File: src/rtl/regs_wb_arbiter.sv
// Round-robin arbiter sharing the register file write port among NUM_SRC
// writeback sources; one registered write per cycle, x0 targets are dropped.
module regs_wb_arbiter #(
  parameter int NUM_SRC = 3,
  parameter int XLEN    = 32,
  parameter int REG_AW  = 5
) (
  input  logic                      clk,
  input  logic                      rst,
  input  logic [NUM_SRC-1:0]        src_valid,
  output logic [NUM_SRC-1:0]        src_ready,
  input  logic [NUM_SRC*REG_AW-1:0] src_rd,
  input  logic [NUM_SRC*XLEN-1:0]   src_data,
  input  logic                      wr_hold,
  output logic [REG_AW-1:0]         rd,
  output logic [XLEN-1:0]           rd_wr_data,
  output logic                      rd_wr_en,
  output logic                      x0_drop
);

  localparam int PTR_W = $clog2(NUM_SRC);

  logic [PTR_W-1:0]  ptr_reg;
  logic [PTR_W-1:0]  ptr_next;
  logic [PTR_W-1:0]  sel;
  logic              grant;
  logic [REG_AW-1:0] rd_arr   [NUM_SRC];
  logic [XLEN-1:0]   data_arr [NUM_SRC];
  logic [REG_AW-1:0] sel_rd;
  logic [XLEN-1:0]   sel_data;

  genvar gi;
  generate
    for (gi = 0; gi < NUM_SRC; gi++) begin : g_unpack
      assign rd_arr[gi]   = src_rd[gi*REG_AW +: REG_AW];
      assign data_arr[gi] = src_data[gi*XLEN +: XLEN];
    end
  endgenerate

  // Scan ptr, ptr+1, ... (wrapping); the first valid source wins.
  always_comb begin
    grant     = 1'b0;
    sel       = '0;
    src_ready = '0;
    ptr_next  = ptr_reg;
    for (int i = 0; i < NUM_SRC; i++) begin
      if (!grant && src_valid[(int'(ptr_reg) + i) % NUM_SRC]) begin
        grant = 1'b1;
        sel   = PTR_W'((int'(ptr_reg) + i) % NUM_SRC);
      end
    end
    if (rst || wr_hold) begin
      grant = 1'b0;
    end
    if (grant) begin
      src_ready[sel] = 1'b1;
      ptr_next       = (int'(sel) == NUM_SRC - 1) ? '0 : sel + 1'b1;
    end
  end

  assign sel_rd   = rd_arr[sel];
  assign sel_data = data_arr[sel];

  always_ff @(posedge clk or posedge rst) begin
    if (rst) begin
      ptr_reg    <= '0;
      rd         <= '0;
      rd_wr_data <= '0;
      rd_wr_en   <= 1'b0;
      x0_drop    <= 1'b0;
    end else begin
      ptr_reg <= ptr_next;
      if (grant) begin
        // rd/data are loaded even for x0 so the port reflects the last grant.
        rd         <= sel_rd;
        rd_wr_data <= sel_data;
        rd_wr_en   <= (sel_rd != '0);
        x0_drop    <= (sel_rd == '0);
      end else begin
        rd_wr_en <= 1'b0;
        x0_drop  <= 1'b0;
      end
    end
  end

endmodule

File: config.mk
export PLATFORM = sky130hd
export DESIGN_NAME = regs_wb_arbiter
export DESIGN_NICKNAME = d
export VERILOG_FILES = /design/src/rtl/regs_wb_arbiter.sv
export SDC_FILE = /design/constraint.sdc
export NUM_CORES = 1
export LEC_CHECK = 0
export CAP_MARGIN = 20
export CORE_ASPECT_RATIO = 1.1
export CORE_UTILIZATION = 41
export DETAILED_ROUTE_END_ITERATION = 10
export PLACE_DENSITY = 0.9
export SKIP_LAST_GASP = 1
export SYNTH_ARGS = -nofsm -noshare
export SYNTH_HDL_FRONTEND = slang
export SYNTH_SLANG_ARGS = --single-unit
File: constraint.sdc
create_clock -name clk -period 5.6 [get_ports clk]
set_input_delay 0.84 -clock clk [delete_from_list [all_inputs] [get_ports clk]]
set_output_delay 0.84 -clock clk [all_outputs]
set_load 0.01 [all_outputs]
==> metrics, run 1 <==
status completed; fmax 233 MHz; Clock H-tree levels 2; first-pass GRT wire length 13900 um; Chip Height 87.6 um; hpwl dp 6460 um; cts repair resizes 0; flops & latches, synth 41; Slew @ Worst Pin 0.648 ns; P&R area growth vs syn 64.5%; reg2reg path depth 8; synth cell count leaders dfrtp_1, mux2i_1, nand2_1; IO Count 159; RSZ-0062 raised after global routing false; CTS tree done; critical path startpoint src_valid[2]; Synth cell types 43; drt total wl 8950 um; # fillers 479; gr ovfl total 0; Hold WC Path Type register to register; DR vias 2920; number of setup buffers added after CTS 0; Via density 5.71; Max Cap Violations 0; # nets final 551; Hold Startpoint rd_wr_data[10]; max reg flops 32; Sink Count 41; core box area 6310 sq um; Die Wd 79.9 um; commonest register cell after synthesis dfrtp_1; Synth Area per Inst 9.56 sq um; Syn Nets 407; antenna-violating nets left 0; Iter 0 DRT Violations 105; GPL Wtd Cong 0.854; Initial Utilization 0.434; Mapped Cells 286; total track usage 0.256; Slew Limit Fails 0; Async SR Flop Fraction 1.00; Setup-failing EPs final 0; Placed Cells 502; reg-to-reg startpoint ptr_reg[1]; I/O Buffers 158; clk_lat worst skew 0.30 ns; Leak 1.86 nW; setup_tns 0 ns; diodes inserted 0; VDD IR max 0.379 mV; drt wl/cell 17.5 um; fin cells 511; CP Class input pin to output pin; Worst setup EP type output pin; Synth area leader dfrtp_1; antenna violations before repair 0; Clock Skew 0.0119 ns; layout cells sized above 1 0.0650; iteration count of the initial detailed-routing pass 4; Power per Cell Area 470 nW/um^2; Clock Path Buffers 2; row count 30; final hold vios 0; CTS Hold Bufs 0; CP max FO 17; vias in the first global route 2926; DIE AREA 7000 sq um; final period utilization 0.767; largest net degree at the start of global routing 42; Num CTS Buffers 5; Worst Hold Depth 2; post-synthesis sequential area ratio 0.375; Rel. slew slack 0.568; Residual DRC 0; crit path launch type input pin; CP Data Required Time 4.76 ns; top-count cell post-synth dfrtp_1; worst hold margin 0.504 ns; Tmin final 4.30 ns; warnings from Yosys 0; Synth area leaders dfrtp_1, mux2i_1, nand4_1, o211ai_1, nand2_1; Synth Cell Area 2730 sq um; Root Driver clkbuf_8; Reg clk slew, reported paths 0.08 ns; Post-synth EDFFs 0; post-synth top area share 0.375; Worst Path Arrival 3.46 ns
## cell type report
type	count	area (sq um)	share of cell area
Tap cell	80	100	0.0223
Inverter	8	30.0	0.00668
Clock inverter	1	30.0	0.00668
Timing Repair Buffer	165	1650	0.368
Clock buffer	7	86.3	0.0192
Sequential cell	41	1030	0.228
Multi-Input combinational cell	209	1570	0.349
## stage by stage
stage	setup WS, ns	cell area [sq um]	total power, mW	utilization
2_1_floorplan	2.66	2730	1.33	-
3_3_place_gp	1.21	4350	1.83	0.690
3_5_place_dp	1.15	4350	1.86	0.690
4_1_cts	1.15	4470	2.11	0.709
5_1_grt	1.11	4500	2.25	0.713
6_report	1.30	4500	2.12	0.713
## placed cells by master (no fill, tap or decap), types with 2 or more instances in the layout
cell             count
clkbuf_8             6
nand4_1             37
a211oi_1             2
o21ai_1              2
o211ai_2             8
clkdlybuf4s50_1    158
or4_1                2
nand3_1              2
nor3_1               3
inv_1                7
ha_1                 4
dfrtp_1             41
o31ai_4              2
nand3b_1             2
nand2_1             40
nor2b_1              4
nand2b_1             4
mux2i_1             40
o211ai_1            29
o21ai_4              2
buf_4                6
nor2_1               7
## per-layer routing
metal,part of all wire,track usage,routed length [um],vias to the layer above
met3,0.087,0.0542,781,18
li1,-,-,-,1371
met5,0,0,0,-
met1,0.39,0.304,3470,1387
met4,0.019,0.0731,172,0
met2,0.51,0.464,4530,144
## where the power goes
group / switching (mW) / internal, mW
Clock: 0.102 / 0.145
Sequential: 0.0797 / 0.434
Combinational: 0.698 / 0.657
## critical path, cell delays in order
cell and delay [ns]:
clkdlybuf4s50_1 0.81, mux2i_1 0.15, mux2i_1 0.44, o31a_1 0.26, o21ai_4 0.20, nor2b_1 0.19, clkdlybuf4s50_1 0.56
## cell families (layout without fill, tap and decap cells)
| kind of cell | count (synthesis) | count (layout) | synth area share |
|---|---|---|---|
| multiplexers | 41 | 41 | 0.155 |
| AND/OR/NAND/NOR | 105 | 105 | 0.200 |
| flip-flops | 41 | 41 | 0.375 |
| AO/OA/AOI/OAI | 59 | 59 | 0.188 |
| buffers and inverters | 36 | 181 | 0.0641 |
| adder cells (fa/ha/maj) | 4 | 4 | 0.0183 |
## final timing paths
path | to | slack [ns]
setup / recovery | src_ready[0] | 1.30
hold / removal | rd_wr_data[10] | 0.50
setup reg to reg | rd_wr_data[29] | 2.73
hold reg to reg | rd_wr_data[10] | 0.50
max in group asynchronous | rd_wr_data[6] | 4.23
min in group asynchronous | rd[1] | 1.00
No activity file was read; power rests on OpenSTA's default activity.
==> run 2, diff against run 1 <==
CORE_UTILIZATION = 39   (was 41)
PLACE_DENSITY = 0.86   (was 0.9)
clock period = 4.4 ns   (was 5.6 ns; I/O delays follow)
==> run 2 against run 1 <==
Against the previous run:
- die area up 5.0%
- clock-buffer cell count down 2
- via count up 0.10%
- combinational power up 26%
- clock power down 2%
- critical endpoint is now src_ready[1]
- sequential power up 26%
- worst setup slack worse by 0.80 ns
- non-clock buffer count unchanged
- critical path type unchanged
- critical path depth unchanged
==> metrics, run 2 (same netlist as run 1, synthesis figures left out) <==
Residual DRC 0; Tmin final 3.90 ns; drt wl/cell 16.5 um; CP max FO 13; P&R area growth vs syn 62.8%; fmax 256 MHz; Worst Path Arrival 3.24 ns; met3 wire length 628 um; Clock H-tree levels 2; antenna-violating nets left 0; leading cell type in the layout, fill and taps excluded clkdlybuf4s50_1; # fillers 557; worst setup margin 0.500 ns; CTS Hold Bufs 0; IO Count 159; diodes inserted 0; Iter 0 DRT Violations 110; Rel. slew slack 0.419; reg-to-reg startpoint ptr_reg[1]; VDD IR max 0.622 mV; crit path launch type input pin; core box area 6670 sq um; RSZ-0062 raised after global routing false; DR top layer met4; largest net degree at the start of global routing 42; setup_tns 0 ns; fin cells 513; # nets final 551; Chip Height 89.8 um; Max Cap Violations 0; CP Data Required Time 3.74 ns; clk_lat worst skew 0.30 ns; gr ovfl total 0; layout cells sized above 1 0.0696; Sink Count 41; Setup-failing EPs final 0; Via density 5.70; total track usage 0.234; Num CTS Buffers 5; final period utilization 0.886; reg-to-reg slack, setup 1.60 ns; Root Driver clkbuf_8; pre-CTS setup slack 0.567 ns; antenna violations before repair 0; Slew @ Worst Pin 0.870 ns; Power per Cell Area 582 nW/um^2; row count 31; Clock Skew 0.0113 ns; status completed; critical path startpoint src_valid[2]; GPL Wtd Cong 0.922; met2 wire len 4460 um; met1 WL 3190 um; final hold vios 0; Hold WC Path Type register to register; Die Wd 81.8 um; Leak 1.84 nW; total power 2.59 mW; vias in the first global route 2947; CP Class input pin to output pin; CTS tree done; DR vias 2923; most frequent cells in the layout clkdlybuf4s50_1, dfrtp_1, mux2i_1, nand2_1, nand4_1; Initial Utilization 0.410; I/O Buffers 158; drt total wl 8450 um; max reg flops 32; Slew Limit Fails 0; cts repair resizes 0; Critical Path End src_ready[1]; Clock Path Buffers 2; Reg clk slew, reported paths 0.09 ns; reg2reg path depth 8; first-pass GRT wire length 13400 um; DIE AREA 7350 sq um; hpwl dp 6170 um; number of setup buffers added after CTS 0; reg-to-reg endpoint rd_wr_data[7]; Placed Cells 505; Worst setup EP type output pin; iteration count of the initial detailed-routing pass 4
==> run 2: cell type report <==
class / instances / area (sq um) / area share
clock buffers: 5 / 68.8 / 0.0155
clock inverters: 3 / 17.5 / 0.00394
inverters: 8 / 30.0 / 0.00675
multi-input cells: 209 / 1570 / 0.353
flip-flops and latches: 41 / 1030 / 0.231
well taps: 82 / 103 / 0.0231
repair buffers: 165 / 1630 / 0.367
==> run 2: routing by layer <==
layer,GRT usage,up-vias
met5,0,-
met4,0.0863,0
met3,0.0619,20
met2,0.405,144
met1,0.267,1388
li1,-,1371
==> run 2: report_power, final <==
| group | total [mW] | internal [mW] | switching, mW |
|---|---|---|---|
| combinational | 1.70 | 0.826 | 0.870 |
| sequential | 0.650 | 0.552 | 0.0980 |
| clock | 0.244 | 0.110 | 0.134 |
| total | 2.59 | 1.49 | 1.10 |
==> run 2: metrics by stage <==
step / hold slack (ns) / cell area, sq um / utilization
final: 0.491 / 4450 / 0.667
after global routing: 0.519 / 4450 / 0.667
after CTS: 0.494 / 4450 / 0.667
after detailed placement: 0.470 / 4360 / 0.654
after global placement: 0.472 / 4360 / 0.654
after floorplan: 0.500 / 2730 / -
==> run 2: worst min-delay path by stage <==
stage	slack, ns	cells past startpoint	endpoint	from
after floorplan	0.50	2	ptr_reg[1]	ptr_reg[1]
after global placement	0.47	2	rd_wr_data[0]	rd_wr_data[0]
after detailed placement	0.47	2	rd_wr_data[1]	rd_wr_data[1]
after CTS	0.49	2	rd_wr_data[1]	rd_wr_data[1]
after global routing	0.52	2	rd_wr_data[1]	rd_wr_data[1]
final	0.49	2	rd_wr_data[1]	rd_wr_data[1]
==> run 2: worst max-delay path: stages <==
cell and delay, ns:
clkdlybuf4s50_1 0.78, mux2i_1 0.15, mux2i_1 0.43, nor4_1 0.11
a211oi_1 0.38, nor2b_1 0.18, clkdlybuf4s50_1 0.54
